==> src/rtl/stack_ctrl_pkg.sv <==
`default_nettype none
// ============================================================================
// Module      : stack_ctrl_pkg
// Description : Shared definitions for the stack-machine control unit:
//               opcode values, ALU operation selects, FSM state encoding and
//               the packed control word driven to the datapath.
// Revision    : 1.0  initial release
// ============================================================================
package stack_ctrl_pkg;

    // Instruction opcodes as found in IR[7:5]
    localparam logic [2:0] OP_ADD  = 3'b000;
    localparam logic [2:0] OP_SUB  = 3'b001;
    localparam logic [2:0] OP_AND  = 3'b010;
    localparam logic [2:0] OP_NOT  = 3'b011;
    localparam logic [2:0] OP_PUSH = 3'b100;
    localparam logic [2:0] OP_POP  = 3'b101;
    localparam logic [2:0] OP_JMP  = 3'b110;
    localparam logic [2:0] OP_JZ   = 3'b111;

    // ALU operation selects
    localparam logic [1:0] ALU_ADD = 2'b00;
    localparam logic [1:0] ALU_SUB = 2'b01;
    localparam logic [1:0] ALU_AND = 2'b10;
    localparam logic [1:0] ALU_NOT = 2'b11;

    // FSM state encoding (codes 13-15 are unused and recover to START)
    typedef enum logic [3:0] {
        ST_START  = 4'd0,
        ST_FETCH  = 4'd1,
        ST_DECODE = 4'd2,
        ST_POP_A  = 4'd3,
        ST_POP_B  = 4'd4,
        ST_EXEC   = 4'd5,
        ST_WB_ALU = 4'd6,
        ST_MEM_RD = 4'd7,
        ST_WB_MEM = 4'd8,
        ST_MEM_WR = 4'd9,
        ST_JUMP   = 4'd10,
        ST_JZ_TOS = 4'd11,
        ST_JZ_BR  = 4'd12
    } state_e;

    // Control word: every datapath strobe/select plus the retire pulse
    typedef struct packed {
        logic       pc_write;
        logic       pc_write_cond;
        logic       pc_src;
        logic       i_or_d;
        logic       mem_read;
        logic       mem_write;
        logic       ir_write;
        logic       m_to_s;
        logic       ld_a;
        logic       ld_b;
        logic       src_a;
        logic       src_b;
        logic       push;
        logic       pop;
        logic       tos;
        logic [1:0] alu_op;
        logic       instr_done;
    } ctrl_t;

    localparam ctrl_t CTRL_IDLE = '0;

endpackage : stack_ctrl_pkg
`default_nettype wire

==> src/rtl/ctrl_out_decode.sv <==
`default_nettype none
// ============================================================================
// Module      : ctrl_out_decode
// Description : Moore output decoder for the stack-machine control unit.
//               Maps the current FSM state (and, in EXEC, the latched ALU
//               select) to the full datapath control word.
// Ports       : state   - current FSM state
//               alu_sel - op_q[1:0], latched opcode low bits (ALU function)
//               ctrl    - decoded control word
// Revision    : 1.0  initial release
// ============================================================================
module ctrl_out_decode
    import stack_ctrl_pkg::*;
(
    input  state_e     state,
    input  logic [1:0] alu_sel,
    output ctrl_t      ctrl
);

    always_comb begin
        ctrl = CTRL_IDLE;
        case (state)
            ST_FETCH: begin
                // IR <- mem[PC] while the ALU computes PC + 1
                ctrl.mem_read  = 1'b1;
                ctrl.ir_write  = 1'b1;
                ctrl.src_a     = 1'b1;
                ctrl.src_b     = 1'b1;
                ctrl.alu_op    = ALU_ADD;
                ctrl.pc_write  = 1'b1;
                ctrl.pc_src    = 1'b0;
            end
            ST_POP_A: begin
                ctrl.tos  = 1'b1;
                ctrl.pop  = 1'b1;
                ctrl.ld_a = 1'b1;
            end
            ST_POP_B: begin
                ctrl.tos  = 1'b1;
                ctrl.pop  = 1'b1;
                ctrl.ld_b = 1'b1;
            end
            ST_EXEC: begin
                // ALU function comes straight from the opcode low bits
                ctrl.src_a  = 1'b0;
                ctrl.src_b  = 1'b0;
                ctrl.alu_op = alu_sel;
            end
            ST_WB_ALU: begin
                ctrl.m_to_s     = 1'b0;
                ctrl.push       = 1'b1;
                ctrl.instr_done = 1'b1;
            end
            ST_MEM_RD: begin
                ctrl.i_or_d   = 1'b1;
                ctrl.mem_read = 1'b1;
            end
            ST_WB_MEM: begin
                ctrl.m_to_s     = 1'b1;
                ctrl.push       = 1'b1;
                ctrl.instr_done = 1'b1;
            end
            ST_MEM_WR: begin
                ctrl.i_or_d     = 1'b1;
                ctrl.mem_write  = 1'b1;
                ctrl.instr_done = 1'b1;
            end
            ST_JUMP: begin
                ctrl.pc_src     = 1'b1;
                ctrl.pc_write   = 1'b1;
                ctrl.instr_done = 1'b1;
            end
            ST_JZ_TOS: begin
                // Zero flag samples the top of stack; the stack is not popped
                ctrl.tos = 1'b1;
            end
            ST_JZ_BR: begin
                ctrl.pc_src        = 1'b1;
                ctrl.pc_write_cond = 1'b1;
                ctrl.instr_done    = 1'b1;
            end
            default: begin
                ctrl = CTRL_IDLE;
            end
        endcase
    end

endmodule : ctrl_out_decode
`default_nettype wire

==> src/rtl/stack_controller.sv <==
`default_nettype none
// ============================================================================
// Module      : stack_controller
// Description : Multicycle control unit for the 8-bit stack-machine CPU.
//               Sequences the datapath one state per clock from the opcode
//               in the instruction register, and counts retired instructions.
// Ports       : clk, rst          - clock, synchronous active-high reset
//               opcode            - IR[7:5] from the datapath
//               pcWrite..tos      - datapath strobes and selects
//               ALUOp             - 00 add, 01 sub, 10 and, 11 not(A)
//               instr_done        - one-cycle pulse in each final state
//               instr_count       - instructions retired since reset
//               state             - current FSM state (debug)
// Revision    : 1.0  initial release
// ============================================================================
module stack_controller
    import stack_ctrl_pkg::*;
#(
    parameter int CNT_W = 16
) (
    input  logic             clk,
    input  logic             rst,
    input  logic [2:0]       opcode,
    output logic             pcWrite,
    output logic             pcWriteCond,
    output logic             pcSrc,
    output logic             IorD,
    output logic             memRead,
    output logic             memWrite,
    output logic             IRWrite,
    output logic             MtoS,
    output logic             ldA,
    output logic             ldB,
    output logic             srcA,
    output logic             srcB,
    output logic             push,
    output logic             pop,
    output logic             tos,
    output logic [1:0]       ALUOp,
    output logic             instr_done,
    output logic [CNT_W-1:0] instr_count,
    output logic [3:0]       state
);

    state_e           state_q;
    state_e           state_d;
    logic [2:0]       op_q;
    logic [CNT_W-1:0] count_q;
    ctrl_t            ctrl_word;

    // ------------------------------------------------------------------
    // State, latched opcode and retire counter
    // ------------------------------------------------------------------
    always_ff @(posedge clk) begin
        if (rst) begin
            state_q <= ST_START;
            op_q    <= OP_ADD;
            count_q <= '0;
        end else begin
            state_q <= state_d;
            // Later states branch on this copy so a changing IR cannot
            // redirect an instruction already in flight.
            if (state_q == ST_DECODE) begin
                op_q <= opcode;
            end
            if (ctrl_word.instr_done) begin
                count_q <= count_q + CNT_W'(1);
            end
        end
    end

    // ------------------------------------------------------------------
    // Next-state logic
    // ------------------------------------------------------------------
    always_comb begin
        state_d = ST_START;
        case (state_q)
            ST_START:  state_d = ST_FETCH;
            ST_FETCH:  state_d = ST_DECODE;
            ST_DECODE: begin
                // Only state that looks at the live opcode
                case (opcode)
                    OP_ADD, OP_SUB, OP_AND, OP_NOT: state_d = ST_POP_A;
                    OP_PUSH:                        state_d = ST_MEM_RD;
                    OP_POP:                         state_d = ST_POP_A;
                    OP_JMP:                         state_d = ST_JUMP;
                    OP_JZ:                          state_d = ST_JZ_TOS;
                    default:                        state_d = ST_START;
                endcase
            end
            ST_POP_A: begin
                case (op_q)
                    OP_ADD, OP_SUB, OP_AND: state_d = ST_POP_B;
                    OP_NOT:                 state_d = ST_EXEC;
                    OP_POP:                 state_d = ST_MEM_WR;
                    default:                state_d = ST_START;
                endcase
            end
            ST_POP_B:  state_d = ST_EXEC;
            ST_EXEC:   state_d = ST_WB_ALU;
            ST_WB_ALU: state_d = ST_FETCH;
            ST_MEM_RD: state_d = ST_WB_MEM;
            ST_WB_MEM: state_d = ST_FETCH;
            ST_MEM_WR: state_d = ST_FETCH;
            ST_JUMP:   state_d = ST_FETCH;
            ST_JZ_TOS: state_d = ST_JZ_BR;
            ST_JZ_BR:  state_d = ST_FETCH;
            default:   state_d = ST_START;
        endcase
    end

    // ------------------------------------------------------------------
    // Moore output decode
    // ------------------------------------------------------------------
    ctrl_out_decode u_ctrl_out_decode (
        .state   (state_q),
        .alu_sel (op_q[1:0]),
        .ctrl    (ctrl_word)
    );

    assign pcWrite     = ctrl_word.pc_write;
    assign pcWriteCond = ctrl_word.pc_write_cond;
    assign pcSrc       = ctrl_word.pc_src;
    assign IorD        = ctrl_word.i_or_d;
    assign memRead     = ctrl_word.mem_read;
    assign memWrite    = ctrl_word.mem_write;
    assign IRWrite     = ctrl_word.ir_write;
    assign MtoS        = ctrl_word.m_to_s;
    assign ldA         = ctrl_word.ld_a;
    assign ldB         = ctrl_word.ld_b;
    assign srcA        = ctrl_word.src_a;
    assign srcB        = ctrl_word.src_b;
    assign push        = ctrl_word.push;
    assign pop         = ctrl_word.pop;
    assign tos         = ctrl_word.tos;
    assign ALUOp       = ctrl_word.alu_op;
    assign instr_done  = ctrl_word.instr_done;
    assign instr_count = count_q;
    assign state       = state_q;

endmodule : stack_controller
`default_nettype wire

==> config.mk <==
export PLATFORM = sky130hd
export DESIGN_NAME = stack_controller
export DESIGN_NICKNAME = d
export VERILOG_FILES = /design/src/rtl/stack_ctrl_pkg.sv /design/src/rtl/ctrl_out_decode.sv /design/src/rtl/stack_controller.sv
export SDC_FILE = /design/constraint.sdc
export NUM_CORES = 1
export LEC_CHECK = 0
export CAP_MARGIN = 20
export CORE_ASPECT_RATIO = 0.9
export CORE_MARGIN = 5
export CORE_UTILIZATION = 55
export DETAILED_ROUTE_END_ITERATION = 10
export DONT_BUFFER_PORTS = 1
export PLACE_DENSITY = 0.79
export SLEW_MARGIN = 0
export SYNTH_ARGS = -nofsm -noshare
export SYNTH_HDL_FRONTEND = slang
export SYNTH_SLANG_ARGS = --single-unit
==> constraint.sdc <==
create_clock -name clk -period 5.4 [get_ports clk]
set_clock_uncertainty 0.1 [all_clocks]
set_input_delay 0.27 -clock clk [delete_from_list [all_inputs] [get_ports clk]]
set_output_delay 0.27 -clock clk [all_outputs]
set_load 0.1 [all_outputs]
==> impl.org <==
** Synth
- The synthesized design contains 23 register bits.
- Syn nets :: 174
- The average instance in the mapped netlist occupies about 8.0 um^2.
- Post-synth ARST share :: 0
- Most used DFF post-synth :: sky130_fd_sc_hd__dfxtp_1
- Of the synthesized area, sequential elements account for 0.343.
- Counting flops with a built-in enable in the synthesized netlist gives 0.
- Most common cell in the synthesized netlist :: sky130_fd_sc_hd__dfxtp_1
- Yosys printed 0 warnings.
- Biggest area contributors in the synthesized netlist :: sky130_fd_sc_hd__dfxtp_1, sky130_fd_sc_hd__a21oi_1, sky130_fd_sc_hd__o31ai_1
- The biggest area contributor in the post-synthesis netlist is sky130_fd_sc_hd__dfxtp_1.
- Summing every instance area after synthesis gives 1340 um^2.
- Yosys mapped the design onto 41 distinct sky130hd cell types.
- Syn Inst Count :: around 170
- Sorting the synthesized cells by how often they occur yields sky130_fd_sc_hd__dfxtp_1, sky130_fd_sc_hd__a21oi_1, sky130_fd_sc_hd__nor2_1, sky130_fd_sc_hd__o31ai_1, sky130_fd_sc_hd__or4_1.
- Share of the synthesized area in the top cell type :: 0.343

** Clock tree
- After clock tree synthesis, the clock-pin slew on the worst setup and hold paths is 120 ps.
- Skew-Pair Late Insertion Delay :: 310 ps
- Counting every sink on the clock net gives 23.
- Clk buf depth :: 2
- Total number of H-tree levels :: 1
- TritonCTS clock tree :: done
- Root buffer cell :: sky130_fd_sc_hd__clkbuf_4
- CTS buffer count :: 3

** Floorplan
- IO Count :: 43
- In this run the standard cell core region covers 2400 um^2.
- Die span in x :: between 60 and 70 um
- Floorplan die area :: around 3500 um^2
- Starting utilization of the core area :: 0.559
- In this run the vertical extent of the chip is about 57 um.
- Standard-cell row count :: 17

** Status
- Outcome :: finished clean

** Cells and area
- The filler cells instantiated in the layout total approximately 190.
- Post-layout net count :: 177
- The repair_antennas step left the layout with diodes totalling 0.
- In the final layout, the share of cells above drive strength 1 is 0.182.
- Final standard cell count with taps included and fillers excluded :: 198
- Area grow syn2layout :: 21.6%

** Hold path
- In this run the worst hold path is classified as input port to flop.
- The path with the worst hold slack has its endpoint at op_q[0].
- Number of stages on the worst hold path :: 2
- In this run the most critical hold path is launched from opcode[0].

** Worst setup path
- Startpoint class of the critical path :: flop
- Path depth of the worst reg2reg path :: 4
- For the worst setup path, the data arrival time is 2510 ps.
- Setup slack on the worst reg-to-reg path comes out at 2790 ps.
- Crit. End Element :: output pin
- Along the worst path, the maximum fanout reaches 26.
- Data required time at the worst endpoint :: 5030 ps
- R2R Path End :: instr_count[13]
- The critical path in this run is classified as flop to output pin.
- Reg-to-reg critical path startpoint :: instr_count[3]

** Route
- After detailed routing, the number of vias per cell comes to between 6 and 7.
- Wires add up to around 3.4 mm.
- Via Count :: between 1000 and 1500
- The detail route stage leaves a number of antenna-violating nets equal to 0.
- In the routed design, unresolved DRC markers number 0.
- The first TritonRoute pass finished after 4 iterations.
- Dividing the detail-routed wire length by the instance count gives between 15 and 20 um.
- Iteration-0 DRC count of the detailed router :: 104

** GRT
- The initial antenna violation count is 0.
- Met1 Resource Use GR :: 0.248
- Gr busiest metal :: met2
- Met2 Usage GRT :: 0.284
- Entering global routing, the biggest net connects 32 pins.
- Global route total overflow :: 0
- Total routing resource utilization after global routing :: 0.188
- Global-route wire length before repair :: 5.49 mm
- Number of global-route vias before repair :: 1117
- In the global route stage, met3 resource usage came out at 0.0700.

** Power and ir drop
- Reported leakage power :: between 0.5 and 0.6 nW
- Power spread over the standard cell area amounts to 267 nW/um^2.
- Maximum vdd ir drop :: 0.254 mV

** Timing
- Setup total negative slack on the finished layout was measured at 0 ps.
- Rel. slew slack :: 0.259
- F_max :: 0.347 GHz
- Setup violations remaining at the end of the flow were counted as 0.
- The max-slew violation total from the final report is 0.
- Setup repair after global routing left no endpoint under its margin.
- Share of the clock period used by the worst path :: 0.534
- For the pin with the worst max-slew slack, the measured transition is around 1100 ps.
- The number of hold violations in the final report was 0.
- Counting I/O delays and the setup requirement, the final critical path takes 2880 ps.

** Job
- Max_cap viols :: 0

** Placed design
- Detailed placement ended at an HPWL of 2.44 mm.
- Including well taps, the total number of placed cells is 192.
- Global placement routability congestion :: around 0.78
- Number of input and output port buffers inserted :: 0
how the worst max path moves through the flow:
| stage | from | to | slack (ps) | cells past startpoint |
|---|---|---|---|---|
| 5_1_grt | state[0] | instr_done | 2390 | 4 |
| 3_3_place_gp | state[0] | instr_done | 2320 | 3 |
| 2_1_floorplan | state[2] | tos | 710 | 4 |
| 4_1_cts | state[0] | instr_done | 1850 | 3 |
| 3_5_place_dp | state[0] | instr_done | 2210 | 3 |
| 6_report | state[0] | instr_done | 2520 | 4 |
where the power goes:
part | switching [W] | internal (W) | total, W
sequential | 0.0000212 | 0.000174 | 0.000195
clock | 0.0000504 | 0.0000289 | 0.0000793
combinational | 0.000115 | 0.0000466 | 0.000162
metal layers:
layer  routed length (um)  vias to the layer above
li1                     -                      628
met1                 1450                      611
met2                 1590                       46
met3                  297                        7
met4                   47                        0
met5                    0                        -
through the flow:
stage	util	total power [W]	setup slack, ps	hold slack [ps]	area, um^2
final	0.680	0.000437	2520	5.81	1630
after global routing	0.680	0.000457	2390	21.3	1630
after CTS	0.674	0.000437	1850	8.41	1620
after detailed placement	0.659	0.000358	2210	245	1580
after global placement	0.652	0.000350	2320	242	1570
after floorplan	-	0.000321	706	317	1340
state kept, by name, indices dropped and copies added (netlist names):
signal       count
op_q             3
state            4
instr_count     16
repair_timing:
item	CTS	global route
endpoints found under the hold margin	20	0
setup buffers	0	0
hold buffers	1	0
setup endpoints to repair	0	0
resized for setup	0	0
cell usage in the layout (no fill, tap or decap), types with 2 or more instances in the layout:
cell	instances
sky130_fd_sc_hd__a21oi_1	19
sky130_fd_sc_hd__and3_1	4
sky130_fd_sc_hd__and4_1	2
sky130_fd_sc_hd__buf_16	2
sky130_fd_sc_hd__buf_4	3
sky130_fd_sc_hd__buf_8	2
sky130_fd_sc_hd__clkbuf_16	6
sky130_fd_sc_hd__clkbuf_4	3
sky130_fd_sc_hd__dfxtp_1	22
sky130_fd_sc_hd__inv_1	4
sky130_fd_sc_hd__mux2i_1	4
sky130_fd_sc_hd__nand2_1	8
sky130_fd_sc_hd__nand2b_1	4
sky130_fd_sc_hd__nand3_1	5
sky130_fd_sc_hd__nand3b_1	2
sky130_fd_sc_hd__nand4_1	4
sky130_fd_sc_hd__nor2_1	8
sky130_fd_sc_hd__nor2_2	2
sky130_fd_sc_hd__nor2b_1	2
sky130_fd_sc_hd__nor3_2	6
sky130_fd_sc_hd__o21ai_0	7
sky130_fd_sc_hd__o31ai_1	10
sky130_fd_sc_hd__or3_1	5
sky130_fd_sc_hd__or4_1	10
sky130_fd_sc_hd__xor2_1	2
kinds of logic (layout without fill, tap and decap cells):
logic type | Yosys count | after routing | share of synthesized area
simple gates | 71 | 71 | 0.309
buf+inv | 20 | 22 | 0.0745
mux | 4 | 4 | 0.0298
xor+xnor | 3 | 3 | 0.0196
flops | 23 | 23 | 0.343
compound gates | 45 | 45 | 0.207
fa+ha+maj | 2 | 2 | 0.0177
worst max-delay path, stage by stage, from the launching register on:
cell                        delay (ps)
sky130_fd_sc_hd__dfxtp_2           940
sky130_fd_sc_hd__maj3_2            360
sky130_fd_sc_hd__a2bb2oi_2         270
sky130_fd_sc_hd__buf_8             220
sky130_fd_sc_hd__inv_1             400
area by class of cell:
type | count | area [um^2] | share of cell area
Inverter | 4 | 15.0 | 0.00919
Clock buffer | 4 | 26.3 | 0.0161
Tap cell | 28 | 35.0 | 0.0214
Sequential cell | 23 | 462 | 0.283
Multi-Input combinational cell | 125 | 828 | 0.507
Timing Repair Buffer | 14 | 268 | 0.164
(Power assumes the default switching activity.)
